File: config.mk
export PLATFORM = sky130hd
export DESIGN_NAME = stack_alu_seq
export DESIGN_NICKNAME = d
export VERILOG_FILES = /design/src/rtl/stack_alu_seq.sv
export SDC_FILE = /design/constraint.sdc
export NUM_CORES = 1
export LEC_CHECK = 0
export ABC_AREA = 1
export CAP_MARGIN = 40
export CORE_ASPECT_RATIO = 2
export CORE_UTILIZATION = 40
export DETAILED_ROUTE_END_ITERATION = 10
export MAX_ROUTING_LAYER = met4
export PLACE_DENSITY_LB_ADDON = 0.3
export SETUP_SLACK_MARGIN = 0.02
export SKIP_LAST_GASP = 1
export SLEW_MARGIN = 30
export SYNTH_ARGS = -nofsm -noshare
export SYNTH_HDL_FRONTEND = slang
export SYNTH_SLANG_ARGS = --single-unit
export TNS_END_PERCENT = 30
File: constraint.sdc
create_clock -name clk -period 7.3 [get_ports clk]
set_clock_uncertainty 0.05 [all_clocks]
set_input_delay 2.19 -clock clk [delete_from_list [all_inputs] [get_ports clk]]
set_output_delay 2.19 -clock clk [all_outputs]
set_load 0.05 [all_outputs]
File: src/rtl/stack_alu_seq.sv
// Operand-stack sequencer for the stack CPU: accepts one stack command at a time,
// stages TOS/NOS through operand registers, drives the shared ALU and writes back.
module stack_alu_seq #(
  parameter int DATA_W = 8,
  parameter int DEPTH  = 16,
  parameter int CNT_W  = 5
) (
  input  logic              clk,
  input  logic              rst_n,
  input  logic              cmd_valid,
  output logic              cmd_ready,
  input  logic [2:0]        cmd_op,
  input  logic [DATA_W-1:0] cmd_data,
  output logic [DATA_W-1:0] alu_a,
  output logic [DATA_W-1:0] alu_b,
  output logic [1:0]        alu_ctrl,
  input  logic [DATA_W-1:0] alu_result,
  input  logic              alu_zero,
  output logic              done,
  output logic              err,
  output logic [1:0]        err_code,
  output logic [DATA_W-1:0] rsp_data,
  output logic              zero_flag,
  output logic [CNT_W-1:0]  depth
);

  localparam int ADDR_W = (DEPTH > 1) ? $clog2(DEPTH) : 1;

  localparam logic [2:0] OP_PUSH = 3'b000;
  localparam logic [2:0] OP_POP  = 3'b001;
  localparam logic [2:0] OP_ADD  = 3'b100;
  localparam logic [2:0] OP_SUB  = 3'b101;
  localparam logic [2:0] OP_AND  = 3'b110;
  localparam logic [2:0] OP_NOT  = 3'b111;

  localparam logic [1:0] ERR_NONE    = 2'b00;
  localparam logic [1:0] ERR_UNDER   = 2'b01;
  localparam logic [1:0] ERR_OVER    = 2'b10;
  localparam logic [1:0] ERR_ILLEGAL = 2'b11;

  localparam logic [CNT_W-1:0] DEPTH_CNT = CNT_W'(DEPTH);
  localparam logic [CNT_W-1:0] ONE_CNT   = CNT_W'(1);
  localparam logic [CNT_W-1:0] TWO_CNT   = CNT_W'(2);

  typedef enum logic [2:0] {
    S_IDLE   = 3'd0,
    S_RD_TOS = 3'd1,
    S_RD_NOS = 3'd2,
    S_EXEC   = 3'd3,
    S_WB     = 3'd4,
    S_ERR    = 3'd5
  } state_t;

  state_t state_reg, state_next;

  logic [DATA_W-1:0] mem [DEPTH];

  logic [2:0]        op_reg;
  logic [DATA_W-1:0] data_reg;
  logic [DATA_W-1:0] tos_reg;
  logic [DATA_W-1:0] nos_reg;
  logic [DATA_W-1:0] res_reg;
  logic [DATA_W-1:0] rsp_reg;
  logic [CNT_W-1:0]  depth_reg;
  logic              done_reg;
  logic              err_reg;
  logic [1:0]        err_code_reg;
  logic [1:0]        pend_code_reg;
  logic              zero_reg;

  logic              accept;
  logic [1:0]        chk_code;
  logic              op_is_binary;
  logic [CNT_W-1:0]  depth_m1;
  logic [CNT_W-1:0]  depth_m2;
  logic [ADDR_W-1:0] rd_addr;
  logic [ADDR_W-1:0] wr_addr;
  logic [DATA_W-1:0] wr_data;
  logic              wr_en;

  assign accept       = cmd_valid && cmd_ready;
  assign op_is_binary = op_reg[2] && (op_reg[1:0] != 2'b11);
  assign depth_m1     = depth_reg - ONE_CNT;
  assign depth_m2     = depth_reg - TWO_CNT;

  // Legality of the offered command, judged against the depth at acceptance.
  always_comb begin
    chk_code = ERR_NONE;
    case (cmd_op)
      OP_PUSH: if (depth_reg == DEPTH_CNT) chk_code = ERR_OVER;
      OP_POP, OP_NOT: if (depth_reg < ONE_CNT) chk_code = ERR_UNDER;
      OP_ADD, OP_SUB, OP_AND: if (depth_reg < TWO_CNT) chk_code = ERR_UNDER;
      default: chk_code = ERR_ILLEGAL;
    endcase
  end

  // State register
  always_ff @(posedge clk or negedge rst_n) begin
    if (!rst_n) state_reg <= S_IDLE;
    else        state_reg <= state_next;
  end

  // Next-state logic
  always_comb begin
    state_next = state_reg;
    case (state_reg)
      S_IDLE: begin
        if (accept) begin
          if (chk_code != ERR_NONE)  state_next = S_ERR;
          else if (cmd_op == OP_PUSH) state_next = S_WB;
          else                        state_next = S_RD_TOS;
        end
      end
      S_RD_TOS: begin
        if (op_reg == OP_POP)      state_next = S_WB;
        else if (op_reg == OP_NOT) state_next = S_EXEC;
        else                       state_next = S_RD_NOS;
      end
      S_RD_NOS: state_next = S_EXEC;
      S_EXEC:   state_next = S_WB;
      S_WB:     state_next = S_IDLE;
      S_ERR:    state_next = S_IDLE;
      default:  state_next = S_IDLE;
    endcase
  end

  // Output logic: ALU drive comes straight from the operand registers, so it is
  // stable for the whole EXEC cycle.
  always_comb begin
    cmd_ready = (state_reg == S_IDLE) && !done_reg;
    alu_a     = op_is_binary ? nos_reg : tos_reg;
    alu_b     = tos_reg;
    alu_ctrl  = op_reg[2] ? op_reg[1:0] : 2'b00;
  end

  // Stack RAM ports
  always_comb begin
    rd_addr = (state_reg == S_RD_NOS) ? depth_m2[ADDR_W-1:0] : depth_m1[ADDR_W-1:0];
    wr_en   = (state_reg == S_WB) && (op_reg != OP_POP);
    wr_data = (op_reg == OP_PUSH) ? data_reg : res_reg;
    if (op_reg == OP_PUSH)   wr_addr = depth_reg[ADDR_W-1:0];
    else if (op_is_binary)   wr_addr = depth_m2[ADDR_W-1:0];
    else                     wr_addr = depth_m1[ADDR_W-1:0];
  end

  always_ff @(posedge clk) begin
    if (wr_en) mem[wr_addr] <= wr_data;
  end

  // Datapath and status registers
  always_ff @(posedge clk or negedge rst_n) begin
    if (!rst_n) begin
      op_reg        <= '0;
      data_reg      <= '0;
      tos_reg       <= '0;
      nos_reg       <= '0;
      res_reg       <= '0;
      rsp_reg       <= '0;
      depth_reg     <= '0;
      done_reg      <= 1'b0;
      err_reg       <= 1'b0;
      err_code_reg  <= ERR_NONE;
      pend_code_reg <= ERR_NONE;
      zero_reg      <= 1'b0;
    end else begin
      done_reg <= (state_reg == S_WB) || (state_reg == S_ERR);
      case (state_reg)
        S_IDLE: begin
          if (accept) begin
            op_reg        <= cmd_op;
            data_reg      <= cmd_data;
            pend_code_reg <= chk_code;
          end
        end
        S_RD_TOS: tos_reg <= mem[rd_addr];
        S_RD_NOS: nos_reg <= mem[rd_addr];
        S_EXEC: begin
          res_reg  <= alu_result;
          zero_reg <= alu_zero;
        end
        S_WB: begin
          err_reg      <= 1'b0;
          err_code_reg <= ERR_NONE;
          if (op_reg == OP_PUSH) begin
            rsp_reg   <= data_reg;
            depth_reg <= depth_reg + ONE_CNT;
          end else if (op_reg == OP_POP) begin
            rsp_reg   <= tos_reg;
            depth_reg <= depth_m1;
          end else begin
            rsp_reg <= res_reg;
            if (op_is_binary) depth_reg <= depth_m1;
          end
        end
        S_ERR: begin
          err_reg      <= 1'b1;
          err_code_reg <= pend_code_reg;
        end
        default: ;
      endcase
    end
  end

  assign done      = done_reg;
  assign err       = err_reg;
  assign err_code  = err_code_reg;
  assign rsp_data  = rsp_reg;
  assign zero_flag = zero_reg;
  assign depth     = depth_reg;

endmodule
# == Yosys cells after proc, flatten, opt, wreduce, memory -nomap -nowiden ==
# Memory sizes are Yosys's and may differ from the RTL's.
# Index checks and enable logic that the tools add are counted.
# W data, S select, Z words.
# op_classes
n_addsub,3
order_cmp,2
eq_ne,16
muxes,25
reduce_logical,16
# ops
cell,count
$mux W8,4
$eq A3 B3 Y1 const B,7
$mux W5,3
$mux W3,4
$mux W4,3
$pmux W3 S4,1
$eq A3 B1 Y1 const B,3
$logic_not A3 Y1,3
$eq A3 B2 Y1 const B,2
$pmux W2 S3,1
$add A5 B1 Y5 const B,1
$eq A5 B5 Y1 const B,1
$lt A5 B1 Y1 const B,1
$lt A5 B2 Y1 const B,1
$mux W1,5
$sub A5 B1 Y5 const B,1
$logic_and A1 B1 Y1,4
$mux W2,2
$ne A2 B2 Y1 const B,2
$pmux W2 S2,1
$reduce_and A2 Y1,2
$reduce_bool A2 Y1,2
$sub A4 B2 Y4 const B,1
$ne A3 B1 Y1 const B,1
other kinds (6),6
# word_totals
register_bits,58
ramBits,128
out_inout_bits,37
elab_cells,76
mem_count,1
# mem_list
name,words,width,rd,rd_ports_with_merged_regs,write_ports,line,source
mem,16,8,1,0,1,56,logic [DATA_W-1:0] mem [DEPTH];

# == Logic depth before layout (Yosys ltp) ==
# Gate-level depths: netlist of the first run.
# depth
word_depth,7
ltp_mapped,12
ltp_nobuf,12

# == Worst setup path before layout of the first run ==
# OpenSTA, ideal clock, no wires.
# synth_path
path_kind,reg-to-output
start,register op_reg[1]
end,output alu_a[0]
arrival_time_ns,1.337
required_time_ns,5.060
setup_slack_ns,3.723
stages_incl_launch_ff,7
path_cell_list,dfrtp_1 nand2_1 inv_1 nor2_1 buf_4 nand2_1 nand2_1
# synth_between
elab_chain_len,3
# synth_rtl
item,line,source
start: declaration,58,logic [2:0] op_reg;
start signal: assignment,170,op_reg <= cmd_op;
$ne A2 B2 Y1,82,assign op_is_binary = op_reg[2] && (op_reg[1:0] != 2'b11);
$logic_and A1 B1 Y1,82,
$mux W8,131,alu_a = op_is_binary ? nos_reg : tos_reg;
end: declaration,14,"output logic [DATA_W-1:0] alu_a,"
# Every way passes these cells.

# == Worst setup path in the final report of the first run ==
# layout_path
start,register op_reg[1]
end,output alu_a[2]
# Same word-level chain as after synthesis.

==> results of run 1 <==
## layer usage
| metal | part of all wire (%) | global-route usage [%] |
|---|---|---|
| met1 | 35 | 20.5 |
| met3 | 3.5 | 3.60 |
| met2 | 58 | 40.3 |
| met4 | 4.1 | 10.9 |
| met5 | 0 | - |
## layout by cell type (no fill, tap or decap), types with 4 or more instances in the layout
cell type	Yosys	layout
inv_2	4	4
ha_1	6	6
clkinv_2	0	4
a31oi_1	11	11
buf_4	5	19
nand3_1	136	136
clkbuf_16	0	19
a21oi_1	15	15
clkinv_4	0	4
mux2_2	9	9
nor2_1	39	38
nand3b_1	48	48
dfrtp_1	58	58
clkdlybuf4s50_1	0	58
o21ai_1	3	8
nand2_1	204	203
o21ai_0	33	26
edfxtp_1	128	128
inv_1	118	118
## cells in the mapped netlist
cell / count / area [um2]
nor3_1: 3 / 15.0
nor3b_1: 1 / 7.51
o21ai_1: 3 / 15.0
nand3_1: 136 / 681
nor3_2: 1 / 10.0
nand2_2: 2 / 12.5
xnor2_1: 3 / 26.3
ha_1: 6 / 75.1
nor2_1: 39 / 146
nand3b_1: 48 / 360
o21ai_4: 1 / 16.3
nand3_2: 1 / 10.0
inv_1: 118 / 443
or2_2: 1 / 6.26
a211oi_2: 1 / 12.5
o22ai_1: 1 / 6.26
a21oi_1: 15 / 75.1
xor2_1: 2 / 17.5
clkbuf_1: 6 / 22.5
nand4_1: 1 / 6.26
mux2_2: 9 / 101
nand2_1: 204 / 766
buf_2: 29 / 145
edfxtp_1: 128 / 3840
buf_4: 5 / 37.5
a31oi_1: 11 / 68.8
a32oi_1: 1 / 8.76
clkinv_1: 1 / 3.75
o211ai_1: 1 / 7.51
inv_2: 4 / 15.0
o21ai_0: 33 / 165
dfrtp_1: 58 / 1450
o21a_1: 2 / 15.0
## worst min-delay path by stage
stage                                      start                endpoint  slack, ns  cells after the start
after detailed placement  nos_reg[3]$_DFFE_PN0P_  nos_reg[3]$_DFFE_PN0P_       0.43                      2
after global routing             err$_DFFE_PN0P_         err$_DFFE_PN0P_       0.47                      2
after global placement           err$_DFFE_PN0P_         err$_DFFE_PN0P_       0.41                      2
after CTS                 nos_reg[3]$_DFFE_PN0P_  nos_reg[3]$_DFFE_PN0P_       0.45                      2
final                     nos_reg[3]$_DFFE_PN0P_  nos_reg[3]$_DFFE_PN0P_       0.45                      2
after floorplan           nos_reg[0]$_DFFE_PN0P_  nos_reg[0]$_DFFE_PN0P_       0.40                      2
## tightest hold or removal path, stage by stage (launching register included)
cell and delay, ns:
dfrtp_1 0.36, nand2_1 0.06, nand2_1 0.05
## layout make-up
class | instances | area (um2) | area share, %
Sequential cell | 186 | 5300 | 52.2
Multi-Input combinational cell | 526 | 2660 | 26.3
Timing Repair Buffer | 83 | 818 | 8.07
Clock buffer | 19 | 475 | 4.69
Inverter | 123 | 462 | 4.55
Tap cell | 269 | 337 | 3.32
Clock inverter | 13 | 90.1 | 0.888
## cells by family after synthesis
| group | Yosys count | synth area share [%] |
|---|---|---|
| multiplexers | 9 | 1.18 |
| flip-flops | 186 | 61.6 |
| buffers and inverters | 163 | 7.76 |
| AND/OR/NAND/NOR | 437 | 23.5 |
| AO/OA/AOI/OAI | 69 | 4.54 |
| XOR/XNOR | 5 | 0.510 |
| adder cells (fa/ha/maj) | 6 | 0.874 |
## metrics by stage
| stage | utilization [%] | instance area, um2 | std cells |
|---|---|---|---|
| 2_1_floorplan | - | 8590 | 875 |
| 3_3_place_gp | 45.0 | 9470 | 1180 |
| 3_5_place_dp | 45.4 | 9530 | 1183 |
| 4_1_cts | 48.0 | 10100 | 1215 |
| 5_1_grt | 48.2 | 10100 | 1219 |
| 6_report | 48.2 | 10100 | 1219 |
==> key figures, run 1 <==
Flow run
  • Max-Cap Viols: 0

Critical path
  • Critical path class: register to output pin
  • Crit-path slowest cell: clkdlybuf4s50_1
  • CP max stage delay: 0.69 ns
  • Max FO, Critical Path: 14
  • CP endpoint: alu_a[2]
  • Setup crit start: op_reg[1]$_DFFE_PN0P_
  • Most used cell, CP: nand2_1
  • Crit-path cells: nand2_1 -> inv_1 -> nor2_2 -> inv_2 -> nand2_1 -> nand2_1 -> clkdlybuf4s50_1
  • Top delay family on crit path: buffers and inverters
  • Critical Path RT: 5.06 ns
  • Stages on worst setup path: 7
  • FF-to-FF End: nos_reg[1]$_DFFE_PN0P_
  • Worst EP arrival: 2.74 ns
  • Reg2reg start: state_reg[0]$_DFFE_PN0P_
  • Worst Path Buf+Inv: 3
  • Crit start category: register
  • R2r setup slk: 3.65 ns
  • Critical Path End Type: output pin
  • R2R cell count: 13

Die
  • DIE AREA: 22100 um2
  • I/O Pins: 60
  • Die Y-Extent: 209 um
  • Initial Util: 40.9%
  • Core area: 21000 um2
  • Row count: 75
  • Die width: 106 um

Global routing
  • Initial antenna violation count: 0
  • Congestion Overflow GR: 0
  • Pin count of the biggest net entering global routing: 66
  • Global Route Usage Sum: 21.4%
  • First-pass GRT wire length: 33900 um
  • Vias in the first global route: 6138

Detailed routing
  • First DRT Iteration DRCs: 445
  • Post-Route WL: 21500 um
  • DR vias: 6257
  • Post-route DRC: 0
  • 1st-pass router iterations: 6
  • Wire per inst: 17.7 um
  • Vias per Instance: 5.13
  • Final ANT Viol Nets: 0

Logic synthesis
  • Distinct cell type count after synthesis: 33
  • Sequential area share after synthesis: 61.6%
  • Mapped Nets: 904
  • Post-Synthesis Cells: 875
  • Yosys reg bits: 186
  • Cell area after synthesis: 8590 um2
  • Synth warn: 0
  • Avg Cell Area, Syn: 9.82 um2

STA
  • Final Cycle Share: 68.2%
  • Setup TNS: 0 ns
  • RSZ-0062 raised after global routing: false
  • Fin worst setup slack: 2.32 ns
  • Fin. max-slew vios: 0
  • Final setup viols: 0
  • Slew @ Worst Pin: 0.850 ns
  • Max Clock Freq: 201 MHz
  • Minimum clock period: 4.98 ns
  • Max_slew headroom: 43.2%
  • Hold WS: 0.452 ns
  • Final hold violation count: 0

Clock tree
  • Hold buffer count at cts: 0
  • Root buffer selected by CTS: clkbuf_16
  • Htree depth: 4
  • Maximum root-to-sink buffer count: 2
  • CTS buffer count: 17
  • # resized after CTS: 0
  • CTS tree: built
  • Number of setup buffers added after CTS: 0
  • Clock latency on the worst-skew pair: 0.45 ns
  • Clk pin slew, worst setup/hold paths: 0.07 ns
  • Clock sink count: 186

Placed design
  • GP Congestion: 0.829
  • Post-DP HPWL: 14900 um
  • Port bufs: 59
  • Pre-CTS setup slack: 2.77 ns

Layout
  • Diodes inserted: 0
  • Layout cells sized above 1: 8.53%
  • Final #Nets: 966
  • Max reg flops: 128
  • Filler cells: 1985
  • Top reg by flops: mem
  • Area Growth Syn to Fin: 18.0%

Min path
  • Hold Path Class: register to register

Status
  • Status: complete, no violations
Power of run 1 is left out: the tool's default activity adds up to more than one toggle a clock period on the data nets, which glitch-free logic cannot reach.
==> inputs of run 2 (changes only) <==
- clock period: 7.3 -> 4.45 ns (I/O delays scaled with it)
==> run 2 against run 1 <==
Compared with the run above: wire length up 0.13%; die area stayed put; final cell count stayed put; critical path type unchanged; non-clock buffer count unchanged; register-to-register slack got worse by 2.2 ns; count of clock-buffer cells in the layout down 2; first-iteration DRC count grew 7.6%; critical path depth increased by 1.
==> key figures, run 2 (synthesis results as in run 1) <==
Clock tree
  • # resized after CTS: 0
  • Root buffer selected by CTS: clkbuf_16
  • CTS tree: built
  • Hold buffer count at cts: 0
  • Htree depth: 4
  • Maximum root-to-sink buffer count: 2
  • Clock sink count: 186
  • CTS buffer count: 17
  • Number of setup buffers added after CTS: 0
  • Clk pin slew, worst setup/hold paths: 0.07 ns
  • Clock latency on the worst-skew pair: 0.44 ns

Critical path
  • Critical path class: register to output pin
  • Crit-path slowest cell: clkdlybuf4s50_1
  • Top delay family on crit path: buffers and inverters
  • Max FO, Critical Path: 14
  • R2R cell count: 11
  • FF-to-FF End: nos_reg[2]$_DFFE_PN0P_
  • Crit start category: register
  • Crit-path cells: nand2_1 -> inv_1 -> nor2_1 -> buf_4 -> inv_2 -> nand2_1 -> nand2_1 -> clkdlybuf4s50_1
  • Stages on worst setup path: 8
  • Critical Path RT: 3.06 ns
  • CP max stage delay: 0.79 ns
  • Reg2reg start: state_reg[0]$_DFFE_PN0P_
  • Worst EP arrival: 2.45 ns
  • Worst Path Buf+Inv: 4
  • Most used cell, CP: nand2_1
  • Critical Path End Type: output pin
  • R2r setup slk: 1.43 ns

STA
  • Setup TNS: 0 ns
  • Fin. max-slew vios: 0
  • RSZ-0062 raised after global routing: false
  • Max Clock Freq: 261 MHz
  • Final hold violation count: 0
  • Slew @ Worst Pin: 0.848 ns
  • Final setup viols: 0
  • Minimum clock period: 3.84 ns
  • Max_slew headroom: 43.2%
  • Final Cycle Share: 86.2%

Placed design
  • Post-DP Area: 9550 um2
  • Port bufs: 59
  • GP Congestion: 0.878
  • Post-DP HPWL: 15200 um

Die
  • Row count: 75
  • Initial Util: 40.9%
  • DIE AREA: 22100 um2
  • I/O Pins: 60
  • Die Y-Extent: 209 um
  • Die width: 106 um
  • Core area: 21000 um2

Layout
  • Diodes inserted: 0
  • Fin area: 10200 um2
  • Max reg flops: 128
  • Most frequent cells in the layout: 203 x nand2_1, 136 x nand3_1, 128 x edfxtp_1
  • Leading cell type in the layout, fill and taps excluded: nand2_1
  • Filler cells: 1971
  • Final #Nets: 966
  • Multi-input gate area: 2660 um2
  • Area Growth Syn to Fin: 18.7%
  • Final core occ: 48.5%
  • Top reg by flops: mem
  • Reg area: 5300 um2
  • Layout cells sized above 1: 8.42%

Global routing
  • Initial antenna violation count: 0
  • Pin count of the biggest net entering global routing: 65
  • Vias in the first global route: 6492
  • First-pass GRT wire length: 34400 um
  • Congestion Overflow GR: 0
  • Global Route Usage Sum: 21.5%

Detailed routing
  • DR vias: 6196
  • 1st-pass router iterations: 5
  • Wire per inst: 17.7 um
  • Post-Route WL: 21600 um
  • First DRT Iteration DRCs: 479
  • Vias per Instance: 5.08
  • Final ANT Viol Nets: 0
  • Post-route DRC: 0

Flow run
  • Max-Cap Viols: 0

Status
  • Status: complete, no violations

Min path
  • Hold Path Class: register to register
  • Hold Path End: err$_DFFE_PN0P_
  • HP Start: err$_DFFE_PN0P_
  • Hold Crit Depth: 2
run 2: metal layers:
metal  vias to the layer above  share of wire [%]  track usage [%]
met3                        61                2.2             3.11
met4                         0                6.8             15.1
li1                       3034                  -                -
met2                       151                 56             38.9
met1                      2950                 35             20.4
met5                         -                  0                -
run 2: worst max-delay path by stage:
stage | endpoint | start
after CTS | alu_a[1] | op_reg[1]$_DFFE_PN0P_
after global routing | alu_a[6] | op_reg[1]$_DFFE_PN0P_
after detailed placement | alu_a[1] | op_reg[1]$_DFFE_PN0P_
final | alu_a[4] | op_reg[1]$_DFFE_PN0P_
after floorplan | mem[0][0]$_DFFE_PP_ | depth[1]$_DFFE_PN0P_
after global placement | alu_a[5] | op_reg[1]$_DFFE_PN0P_
run 2: area by class of cell:
type / count / share of cell area [%]
sequential: 186 / 51.9
multi-input combinational: 526 / 26.1
timing repair buffer: 83 / 7.90
inverter: 123 / 4.53
clock buffer: 17 / 4.17
tap: 269 / 3.30
clock inverter: 15 / 2.06
run 2: worst register-to-register path, stage by stage, from the launching register on:
cell and delay (ns):
dfrtp_1 0.40, inv_1 0.14, nand3_2 0.38, inv_1 0.54
nand2_1 0.18, o21ai_4 0.27, inv_2 0.31, nand3_1 0.29
nand3_1 0.10, nand2_1 0.13, nand2_1 0.08, nand2_1 0.08
run 2: per-stage QoR:
stage / setup slack [ns] / cells / hold slack [ns]
6_report: 0.615 / 1219 / 0.433
4_1_cts: 0.585 / 1218 / 0.437
2_1_floorplan: 1.70 / 875 / 0.399
3_5_place_dp: 1.06 / 1186 / 0.416
3_3_place_gp: 1.09 / 1183 / 0.407
5_1_grt: 0.474 / 1219 / 0.460
Power of run 2 is left out for the same reason.
==> inputs of run 3 (changes only) <==
- CORE_MARGIN: not set -> 3
- CTS_CLUSTER_DIAMETER: not set -> 60
- SLEW_MARGIN: 30 -> 20
==> run 3 against run 2 <==
Compared with the run above: non-clock buffer count is the same; via count grew 0.66%; fmax grew 0.64%; worst hold slack lost 0.0083 ns; critical path depth is the same; critical path type unchanged; critical endpoint is now alu_a[6].
==> key figures, run 3 (synthesis results as in run 1) <==
STA
  • Max_slew headroom: 44.3%
  • Hold WS: 0.425 ns
  • Final setup viols: 0
  • Final Cycle Share: 85.6%
  • Max Clock Freq: 262 MHz
  • Fin. max-slew vios: 0
  • Setup TNS: 0 ns
  • Fin worst setup slack: 0.639 ns
  • Slew @ Worst Pin: 0.832 ns
  • RSZ-0062 raised after global routing: false
  • Final hold violation count: 0
  • Minimum clock period: 3.81 ns

Die
  • Die Y-Extent: 213 um
  • DIE AREA: 23400 um2
  • Die width: 110 um
  • Initial Util: 40.9%
  • Row count: 75
  • I/O Pins: 60
  • Core area: 21000 um2

Critical path
  • Critical Path End Type: output pin
  • Worst EP arrival: 2.43 ns
  • FF-to-FF End: mem[10][6]$_DFFE_PP_
  • Crit-path cells: nand2_1 -> inv_1 -> nor2_1 -> buf_4 -> inv_2 -> nand2_1 -> nand2_1 -> clkdlybuf4s50_1
  • Worst Path Buf+Inv: 4
  • Max FO, Critical Path: 14
  • CP max stage delay: 0.79 ns
  • R2r setup slk: 1.40 ns
  • Crit start category: register
  • Setup crit start: op_reg[1]$_DFFE_PN0P_
  • Most used cell, CP: nand2_1
  • Top delay family on crit path: buffers and inverters
  • R2R cell count: 9
  • CP endpoint: alu_a[6]
  • Stages on worst setup path: 8
  • Critical path class: register to output pin
  • Reg2reg start: depth[0]$_DFFE_PN0P_
  • Critical Path RT: 3.06 ns
  • Crit-path slowest cell: clkdlybuf4s50_1

Status
  • Status: complete, no violations

Layout
  • Diodes inserted: 0
  • Layout cells sized above 1: 8.63%
  • Max reg flops: 128
  • Filler cells: 2000
  • Leading cell type in the layout, fill and taps excluded: nand2_1
  • Area Growth Syn to Fin: 18.2%
  • Top reg by flops: mem
  • Most frequent cells in the layout: 203 x nand2_1, 136 x nand3_1, 128 x edfxtp_1
  • Final #Nets: 966

Detailed routing
  • DR vias: 6237
  • First DRT Iteration DRCs: 354
  • 1st-pass router iterations: 5
  • Post-Route WL: 21900 um
  • Wire per inst: 18.0 um
  • Post-route DRC: 0
  • Final ANT Viol Nets: 0
  • Vias per Instance: 5.12

Global routing
  • Congestion Overflow GR: 0
  • Global Route Usage Sum: 20.7%
  • Initial antenna violation count: 0
  • Pin count of the biggest net entering global routing: 65
  • First-pass GRT wire length: 34500 um
  • Vias in the first global route: 6548

Placed design
  • Pre-CTS setup slack: 1.09 ns
  • GP Congestion: 0.861
  • Post-DP HPWL: 15700 um
  • Port bufs: 59

Clock tree
  • CTS buffer count: 17
  • # resized after CTS: 0
  • CTS tree: built
  • Number of setup buffers added after CTS: 0
  • Maximum root-to-sink buffer count: 2
  • Clock sink count: 186
  • Clock latency on the worst-skew pair: 0.44 ns
  • Htree depth: 4
  • Hold buffer count at cts: 0
  • Root buffer selected by CTS: clkbuf_16
  • Clk pin slew, worst setup/hold paths: 0.07 ns

Min path
  • Hold Path Class: register to register

Flow run
  • Max-Cap Viols: 0
## run 3: cell type report
type | instances | area (um2) | area share, %
clock buffers | 17 | 425 | 4.19
clock inverters | 15 | 171 | 1.69
inverters | 123 | 462 | 4.55
multi-input cells | 526 | 2670 | 26.2
flip-flops and latches | 186 | 5300 | 52.1
well taps | 269 | 337 | 3.31
repair buffers | 83 | 801 | 7.88
## run 3: worst min path at each step
stage | end | cells past startpoint | startpoint
5_1_grt | data_reg[3]$_DFFE_PN0P_ | 1 | data_reg[3]$_DFFE_PN0P_
3_5_place_dp | err$_DFFE_PN0P_ | 2 | err$_DFFE_PN0P_
4_1_cts | err$_DFFE_PN0P_ | 2 | err$_DFFE_PN0P_
3_3_place_gp | err$_DFFE_PN0P_ | 2 | err$_DFFE_PN0P_
6_report | err$_DFFE_PN0P_ | 2 | err$_DFFE_PN0P_
2_1_floorplan | nos_reg[0]$_DFFE_PN0P_ | 2 | nos_reg[0]$_DFFE_PN0P_
## run 3: worst reg2reg max path: stages, from the launching register on
cell	delay [ns]
dfrtp_1	0.54
inv_1	0.18
ha_1	0.29
xnor2_1	0.45
nor2_1	0.08
inv_1	0.07
a31oi_1	0.13
inv_1	0.11
nand2_1	0.12
nor2_1	0.66
## run 3: routing by layer
layer | part of all wire [%] | up-vias | GRT usage (%)
met5 | 0 | - | -
met2 | 57 | 180 | 38.5
met3 | 3.3 | 61 | 3.15
met1 | 34 | 2965 | 19.1
li1 | - | 3031 | -
met4 | 6.1 | 0 | 12.5
## run 3: stage by stage
step | std cells | utilization (%) | instance area (um2)
detailed placement | 1183 | 45.3 | 9520
floorplan | 875 | - | 8590
global route | 1219 | 48.3 | 10200
finish | 1219 | 48.3 | 10200
CTS | 1215 | 48.1 | 10100
global placement | 1180 | 45.1 | 9470
Power of run 3 is left out for the same reason.
